`src/rtl/cga_fetch_reader.sv`:
```
// CGA read initiator: walks the frame memory line by line, buffers the returned
// bytes in a small prefetch FIFO and hands them to the pixel serializer on request.
module cga_fetch_reader #(
    parameter int unsigned LINE_BYTES = 80,
    parameter int unsigned LINES      = 200,
    parameter logic [15:0] BASE_ADDR  = 16'h0000,
    parameter int unsigned FIFO_DEPTH = 4
) (
    input  logic        clk,
    input  logic        reset,
    input  logic        frame_start,
    input  logic        line_start,
    output logic [15:0] aCga,
    input  logic [7:0]  dCga,
    input  logic        rd_ack,
    input  logic        byte_req,
    output logic [7:0]  pix_data,
    output logic        pix_valid,
    output logic        underrun
);

    localparam int unsigned AW        = $clog2(FIFO_DEPTH);
    localparam logic [15:0] LINE_STEP = 16'(LINE_BYTES);
    localparam logic [7:0]  LINE_CNT  = 8'(LINE_BYTES);
    localparam logic [10:0] LINES_W   = 11'(LINES);
    localparam logic [AW:0] FULL_CNT  = (AW+1)'(FIFO_DEPTH);

    typedef enum logic [1:0] {
        S_IDLE,
        S_FETCH,
        S_DRAIN,
        S_BLANK
    } state_t;

    state_t        r_state;
    logic [15:0]   r_acga;
    logic [15:0]   r_line_base;
    logic [10:0]   r_line_idx;
    logic [7:0]    r_fetch_cnt;
    logic [7:0]    r_mem [FIFO_DEPTH];
    logic [AW-1:0] r_wr_ptr;
    logic [AW-1:0] r_rd_ptr;
    logic [AW:0]   r_count;
    logic [7:0]    r_pix_data;
    logic          r_pix_valid;
    logic          r_underrun;

    logic          w_empty;
    logic          w_full;
    logic          w_pop;
    logic          w_push;
    logic          w_line_adv;
    logic          w_underrun_evt;
    logic [10:0]   w_next_idx;
    logic [15:0]   w_next_base;
    logic [AW:0]   w_count_next;

    assign w_empty     = (r_count == '0);
    assign w_full      = (r_count == FULL_CNT);
    assign w_pop       = byte_req && !w_empty;
    // A full FIFO still accepts the byte when a pop frees a slot in the same cycle.
    assign w_push      = (r_state == S_FETCH) && rd_ack && (!w_full || byte_req)
                         && !frame_start && !line_start;
    assign w_line_adv  = line_start && !frame_start && (r_state != S_IDLE);
    assign w_underrun_evt = byte_req && w_empty
                         && ((r_state == S_FETCH) || (r_state == S_DRAIN));
    assign w_next_idx  = r_line_idx + 11'd1;
    assign w_next_base = r_line_base + LINE_STEP;

    // NOTE: every signal assigned in always_comb gets a default first so no latch is inferred.
    always_comb begin
        w_count_next = r_count;
        case ({w_push, w_pop})
            2'b10:   w_count_next = r_count + 1'b1;
            2'b01:   w_count_next = r_count - 1'b1;
            default: w_count_next = r_count;
        endcase
    end

    // NOTE: the storage array is not reset; pointers and count are, so stale entries are never read.
    always_ff @(posedge clk) begin
        if (w_push) begin
            r_mem[r_wr_ptr] <= dCga;
        end
    end

    // NOTE: sequential state uses non-blocking assignments only, so every register sees pre-edge values.
    always_ff @(posedge clk) begin
        if (reset) begin
            r_state     <= S_IDLE;
            r_acga      <= BASE_ADDR;
            r_line_base <= BASE_ADDR;
            r_line_idx  <= '0;
            r_fetch_cnt <= '0;
            r_wr_ptr    <= '0;
            r_rd_ptr    <= '0;
            r_count     <= '0;
            r_pix_data  <= 8'h00;
            r_pix_valid <= 1'b0;
            r_underrun  <= 1'b0;
        end else begin
            r_pix_valid <= byte_req;
            r_pix_data  <= w_pop ? r_mem[r_rd_ptr] : 8'h00;
            if (w_underrun_evt) begin
                r_underrun <= 1'b1;
            end

            if (frame_start) begin
                r_state     <= S_FETCH;
                r_acga      <= BASE_ADDR;
                r_line_base <= BASE_ADDR;
                r_line_idx  <= '0;
                r_fetch_cnt <= '0;
                r_wr_ptr    <= '0;
                r_rd_ptr    <= '0;
                r_count     <= '0;
                r_underrun  <= 1'b0;
            end else if (w_line_adv) begin
                r_state     <= (w_next_idx < LINES_W) ? S_FETCH : S_BLANK;
                r_acga      <= w_next_base;
                r_line_base <= w_next_base;
                // Saturate once past the last line so repeated blanking pulses cannot wrap back into FETCH.
                if (r_line_idx < LINES_W) begin
                    r_line_idx <= w_next_idx;
                end
                r_fetch_cnt <= '0;
                r_wr_ptr    <= '0;
                r_rd_ptr    <= '0;
                r_count     <= '0;
            end else begin
                if (w_push) begin
                    r_wr_ptr    <= r_wr_ptr + 1'b1;
                    r_acga      <= r_acga + 16'd1;
                    r_fetch_cnt <= r_fetch_cnt + 8'd1;
                    if ((r_fetch_cnt + 8'd1) == LINE_CNT) begin
                        r_state <= S_DRAIN;
                    end
                end
                if (w_pop) begin
                    r_rd_ptr <= r_rd_ptr + 1'b1;
                end
                r_count <= w_count_next;
            end
        end
    end

    assign aCga      = r_acga;
    assign pix_data  = r_pix_data;
    assign pix_valid = r_pix_valid;
    assign underrun  = r_underrun;

endmodule

```
`config.mk`:
```
export PLATFORM = sky130hd
export DESIGN_NAME = cga_fetch_reader
export DESIGN_NICKNAME = d
export VERILOG_FILES = /design/src/rtl/cga_fetch_reader.sv
export SDC_FILE = /design/constraint.sdc
export NUM_CORES = 1
export LEC_CHECK = 0
export ABC_AREA = 1
export CAP_MARGIN = 25
export CORE_ASPECT_RATIO = 2
export CORE_MARGIN = 3
export CORE_UTILIZATION = 55
export DETAILED_ROUTE_END_ITERATION = 8
export PLACE_DENSITY = 0.83
export SYNTH_ARGS = -nofsm -noshare
export SYNTH_HDL_FRONTEND = slang
export SYNTH_SLANG_ARGS = --single-unit
```
`constraint.sdc`:
```
create_clock -name clk -period 2.3 [get_ports clk]
set_input_delay 0.345 -clock clk [delete_from_list [all_inputs] [get_ports clk]]
set_output_delay 0.345 -clock clk [all_outputs]
set_load 0.02 [all_outputs]
```
# --- Word-level counts from Yosys, hierarchy flattened ---
# Memory sizes are Yosys's and may differ from the RTL's. A register that Yosys moved wholly into a read port is not among the register bits.
# Index checks and enable logic that the tools add are counted.
# W data, S select, Z words.
word_totals:
  memories: 1
  output_inout_bits: 26
  mem_bits_ro: 0
  register_bits: 62
  latchBits: 0
  wordCells: 67
  ramBits: 32
memory_table:
  columns: ["name", "depth", "width", "rd", "rd_clocked_by_memory_dff", "wr", "line_no", "text"]
  rows:
  - ["r_mem", 4, 8, 1, 1, 1, "40", "logic [7:0] r_mem [FIFO_DEPTH];"]
op_classes:
  bitwise_logic: 1
  add_sub_neg: 8
  div: 0
  n_mux: 10
  eq_ne: 6
  magnitude_cmp: 2
  n_mul: 0
  shift: 0
  n_reduce_logical: 28
op_table:
  columns: ["cell", "count"]
  rows:
  - ["$mux W16", 2]
  - ["$lt A11 B8 Y1 const B", 2]
  - ["$add A16 B1 Y16 const B", 1]
  - ["$add A16 B7 Y16 const B", 1]
  - ["$add A11 B1 Y11 const B", 1]
  - ["$logic_and A1 B1 Y1", 9]
  - ["$add A8 B1 Y8 const B", 1]
  - ["$eq A8 B7 Y1 const B", 1]
  - ["$mux W2", 4]
  - ["$reduce_bool A2 Y1", 4]
  - ["$pmux W3 S2", 1]
  - ["$reduce_and A2 Y1", 3]
  - ["$reduce_bool A3 Y1", 2]
  - ["$add A2 B1 Y2 const B", 2]
  - ["$eq A2 B1 Y1 const B", 2]
  - ["$eq A2 B2 Y1 const B", 2]
  - ["$logic_not A1 Y1", 4]
  - ["$reduce_or A2 Y1", 2]
  - ["$add A3 B1 Y3 const B", 1]
  - ["$eq A3 B3 Y1 const B", 1]
  - ["$logic_not A3 Y1", 1]
  - ["$mux W1", 3]
  - ["$reduce_or A3 Y1", 1]
  - ["$sub A3 B1 Y3 const B", 1]
  - ["2 further kinds", 3]

# --- Longest topological paths before layout ---
logic_depth:
  ltp_word: 9
  depth_mapped: 14

# --- Least setup slack after synthesis ---
# Ideal clock, no wire load.
synth_timing:
  kind: "register -> register"
  startpoint: "reg r_state[1]"
  endpoint: "reg r_count[2]"
  path_stages_with_launch: 15
  path_slack_ns: 0.206
  required_time_ns: 2.178
  setup_ns: 0.122
  synth_period_minus_slack_ns: 2.094
  arrival_time_ns: 1.972
  cell_sequence: "dfxtp_1 > inv_1 > ha_1 > nand2_1 > nor3_2 > nand2_1 > buf_6 > buf_2 > ha_1 > inv_1 > fa_1 > a21oi_1 > o21ai_0 > o21ai_0 > a21oi_1"
synth_via:
  elab_chain_len: 7
  word_cells_on_any_way: 12
  cone_classes: "eq/ne: 3; mux: 1; reduce/logical: 8"
synth_rtl:
  columns: ["element", "line_no", "text"]
  rows:
  - ["from (decl)", "35", "state_t r_state;"]
  - ["from (signal assigned)", "119", "r_state <= (w_next_idx < LINES_W) ? S_FETCH : S_BLANK;"]
  - ["$eq A2 B1 Y1", "62", "assign w_push = (r_state == S_FETCH) && rd_ack && (!w_full || byte_req)"]
  - ["$logic_and A1 B1 Y1 (2 in a row)", "62", null]
  - ["$logic_and A1 B1 Y1 (2 in a row)", "63", "&& !frame_start && !line_start;"]
  - ["$eq A2 B1 Y1 / $eq A2 B2 Y1 (equally long branches)", "73", "case ({w_push, w_pop})"]
  - ["$pmux W3 S2 / $reduce_bool A2 Y1 (equally long branches)", null, null]
  - ["to (signal assigned)", "142", "r_count <= w_count_next;"]
  - ["to (decl)", "43", "logic [AW:0] r_count;"]
# Parallel ways exist; a longest one is shown, timed or not.
# A chain may end at the register's enable or synchronous reset.

# --- Final worst setup path ---
layout_timing:
  startpoint: "reg r_count[0]"
  endpoint: "reg r_count[2]"
layout_via:
  word_cells_on_any_way: 15
  cone_classes: "add/sub: 2; eq/ne: 3; mux: 1; reduce/logical: 9"
layout_rtl:
  columns: ["element", "line_no", "text"]
  rows:
  - ["$logic_not A3 Y1 *", "58", "assign w_empty = (r_count == '0);"]
  - ["$logic_not A1 Y1 *", "60", "assign w_pop = byte_req && !w_empty;"]
  - ["$logic_and A1 B1 Y1 *", "60", null]
  - ["named net w_pop", "50", "logic w_pop;"]
  - ["$eq A2 B1 Y1 / $eq A2 B2 Y1 (equally long branches)", "73", null]
  - ["$pmux W3 S2 / $reduce_bool A2 Y1 (equally long branches)", null, null]
# The timed path passes the listed nets; every way through them passes the cells marked *.

==> run_results.csv <==
group,metric,value,unit
timing,slew_viol_final,0,
job,cap_violations,0,
drt,via_per_inst,5.567,
global_routing,grtUsageTotal,23.50,%
global_routing,first_global_vias,4262,
die,die_w,71.47,um
cts,numClockSinks,98,
hold_path,hp-class,"reg -> reg",
setup_path,r2r_end,"r_count[2]",
setup_path,rrSetupSlack,0.33,ns
cts,clockBufferDepth,2,
place,place.gp.congestion,0.9045,
die,core.rowCount,47,
die,initial_core_util,56.86,%
cts,post_cts_resized,0,
die,dieArea,9786,um2
cts,cts_setup_buffers,0,
synth,ys_warn_count,0,
place,placed_area,5266,um2
synth,synth_edf_count,32,
synth,synth.net_count,634,
timing,rsz0062_at_grt,"false",
timing,period_minus_slack,1.971,ns
die,core_area,8292,um2
synth,synth_seq_cells,98,
place,dpl.hpwl,7904,um
layout,finalInstanceArea,5578,um2
synth,ys_types,38,
setup_path,r2r-start,"r_count[0]",
cts,cts_hold_buf,0,
hold_path,whs_endpoint,"underrun",
setup_path,start_kind,"flip-flop",
drt,vias,4231,
die,die_h,136.9,um
synth,syn_area,4715,um2
synth,synthFlopType,"dfxtp_1",
layout,n_antenna_cell,0,
synth,avgSynthCellArea,7.754,um2
cts,ctsHtreeMaxLevel,3,
global_routing,grt_overflow,0,
timing,relSlewSlack,70.05,%
drt,wl,10870,um
hold_path,whs_path_depth,2,
drt,ant_nets,0,
layout,final_common_cell,"nand2_1",
drt,drtIter0Drc,356,
cts,cts_tree,"done",
setup_path,arrival,2.20,ns
power,p_leak,2.051,nW
power,irDropWorstVdd,0.4097,mV
outcome,status,"completed",
synth,async_reset_ff_share,0,%
cts,clk_pin_slew_worst_paths,0.06,ns
setup_path,critical_path_class,"reg -> reg",
layout,syn_to_final_growth,18.31,%
drt,drc,0,
setup_path,cp-end-kind,"flip-flop",
setup_path,required,2.53,ns
layout,final_cell_mix,"nand2_1, nor2_1, inv_1, dfxtp_1, a21oi_1",
drt,drtPass1Iterations,5,
setup_path,r2r_cells,11,
global_routing,grt_pass1_wl,18010,um
synth,netlist_instances,608,
layout,layout.nets,683,
place,port_buffers,39,
timing,worst_slew_pin_slew,0.4445,ns
drt,post_drt_wl_per_cell,14.30,um
hold_path,min_from,"underrun",
synth,yosysSeqAreaShare,48.41,%
cts,numCtsBuffers,9,
timing,clock_skew,0.003795,ns
cts,cts_root_buf,"clkbuf_16",
timing,setup_viol,0,
global_routing,grt_start_max_net_pins,29,
setup_path,cp_max_fo,4,
timing,setup_tns,0,ns
timing,timing.fmax,507.4,MHz
cts,clk_latency,0.34,ns
timing,finalCritPeriodShare,85.69,%
layout,drive_gt1_share,8.761,%
die,io_pins,40,
timing,finalHoldViolCount,0,
power,power_density,639.4,nW/um2
global_routing,grt_antenna_before_repair,0,
==> worst max path at each step <==
stage | to | slack, ns | startpoint | cells past startpoint
floorplan | r_count[2] | 0.21 | r_state[1] | 14
global placement | r_count[2] | 0.08 | byte_req | 10
detailed placement | r_count[2] | 0.003 | byte_req | 10
CTS | r_count[2] | 0.33 | r_state[1] | 12
global route | r_count[2] | 0.19 | r_count[0] | 11
finish | r_count[2] | 0.33 | r_count[0] | 11
==> worst max-delay path: stages, from the launching register on <==
cell and delay (ns):
dfxtp_1 0.36, nor2_1 0.08, nand2_1 0.08, inv_1 0.06, nor2_1 0.15, ha_1 0.17, inv_1 0.07, fa_1 0.39
a21oi_1 0.16, o21ai_0 0.12, o21ai_0 0.16, a21oi_1 0.05
==> cell type report <==
cell class / instances / area [um2]
clock inverter: 5 / 78.83
inverter: 76 / 287.8
clock buffer: 11 / 232.7
multi-input combinational: 418 / 2058
timing repair buffer: 54 / 515.5
tap: 98 / 122.6
sequential: 98 / 2282
fill: 661 / 2714
==> layer usage <==
metal  wire length, um  track usage (%)
met5                 0                0
met2              6171            45.24
met1              3680            21.19
met3               491            3.676
met4               524            16.84
==> cell usage after synthesis, types with 3 or more instances <==
cell type | number | area, um2
a21oi_1 | 51 | 255.2
a31oi_1 | 6 | 37.54
buf_2 | 9 | 45.04
clkbuf_1 | 3 | 11.26
dfxtp_1 | 66 | 1321
edfxtp_1 | 32 | 960.9
ha_1 | 11 | 137.6
inv_1 | 66 | 247.7
inv_2 | 8 | 30.03
nand2_1 | 122 | 457.9
nand3_1 | 39 | 195.2
nand4_1 | 7 | 43.79
nor2_1 | 84 | 315.3
nor2_2 | 8 | 50.05
nor3_1 | 7 | 35.03
nor3_2 | 3 | 30.03
o21ai_0 | 41 | 205.2
o21ai_1 | 17 | 85.08
xor2_1 | 3 | 26.28
==> registers in the layout, indices dropped and copies added (netlist names) <==
name and cells:
r_mem 32, r_wr_ptr 2, r_state 2, pix_data 8, pix_valid 1, r_line_base 12, r_line_idx 11, underrun 1
r_fetch_cnt 8, aCga 16, r_count 3, r_rd_ptr 2
==> cells by family (layout without fill, tap and decap cells) <==
logic type / after synthesis / in the layout / synth area share [%]
xor+xnor: 5 / 5 / 0.9290
flops: 98 / 98 / 48.41
simple gates: 281 / 281 / 26.11
fa+ha+maj: 12 / 12 / 3.344
buf+inv: 92 / 146 / 7.935
compound gates: 120 / 120 / 13.27
==> power by group <==
| group | total, mW | internal, mW | switching [mW] |
|---|---|---|---|
| registers | 1.82 | 1.80 | 0.0161 |
| logic | 0.185 | 0.0752 | 0.109 |
| clock network | 1.56 | 0.949 | 0.615 |
| total | 3.57 | 2.83 | 0.740 |
==> metrics by stage <==
stage                     setup WS, ns  total power, mW  util (%)  hold WS (ns)  instances
after floorplan                 0.2063            1.956         -        0.4141        608
after global routing            0.1914            3.683     67.27        0.4904        760
final                           0.3291            3.566     67.27        0.4536        760
after CTS                       0.3324            3.595     67.27        0.4568        760
after global placement         0.08390            2.032     63.51        0.4422        744
after detailed placement      0.003402            2.038     63.51        0.4486        744
(Power assumes the default switching activity.)
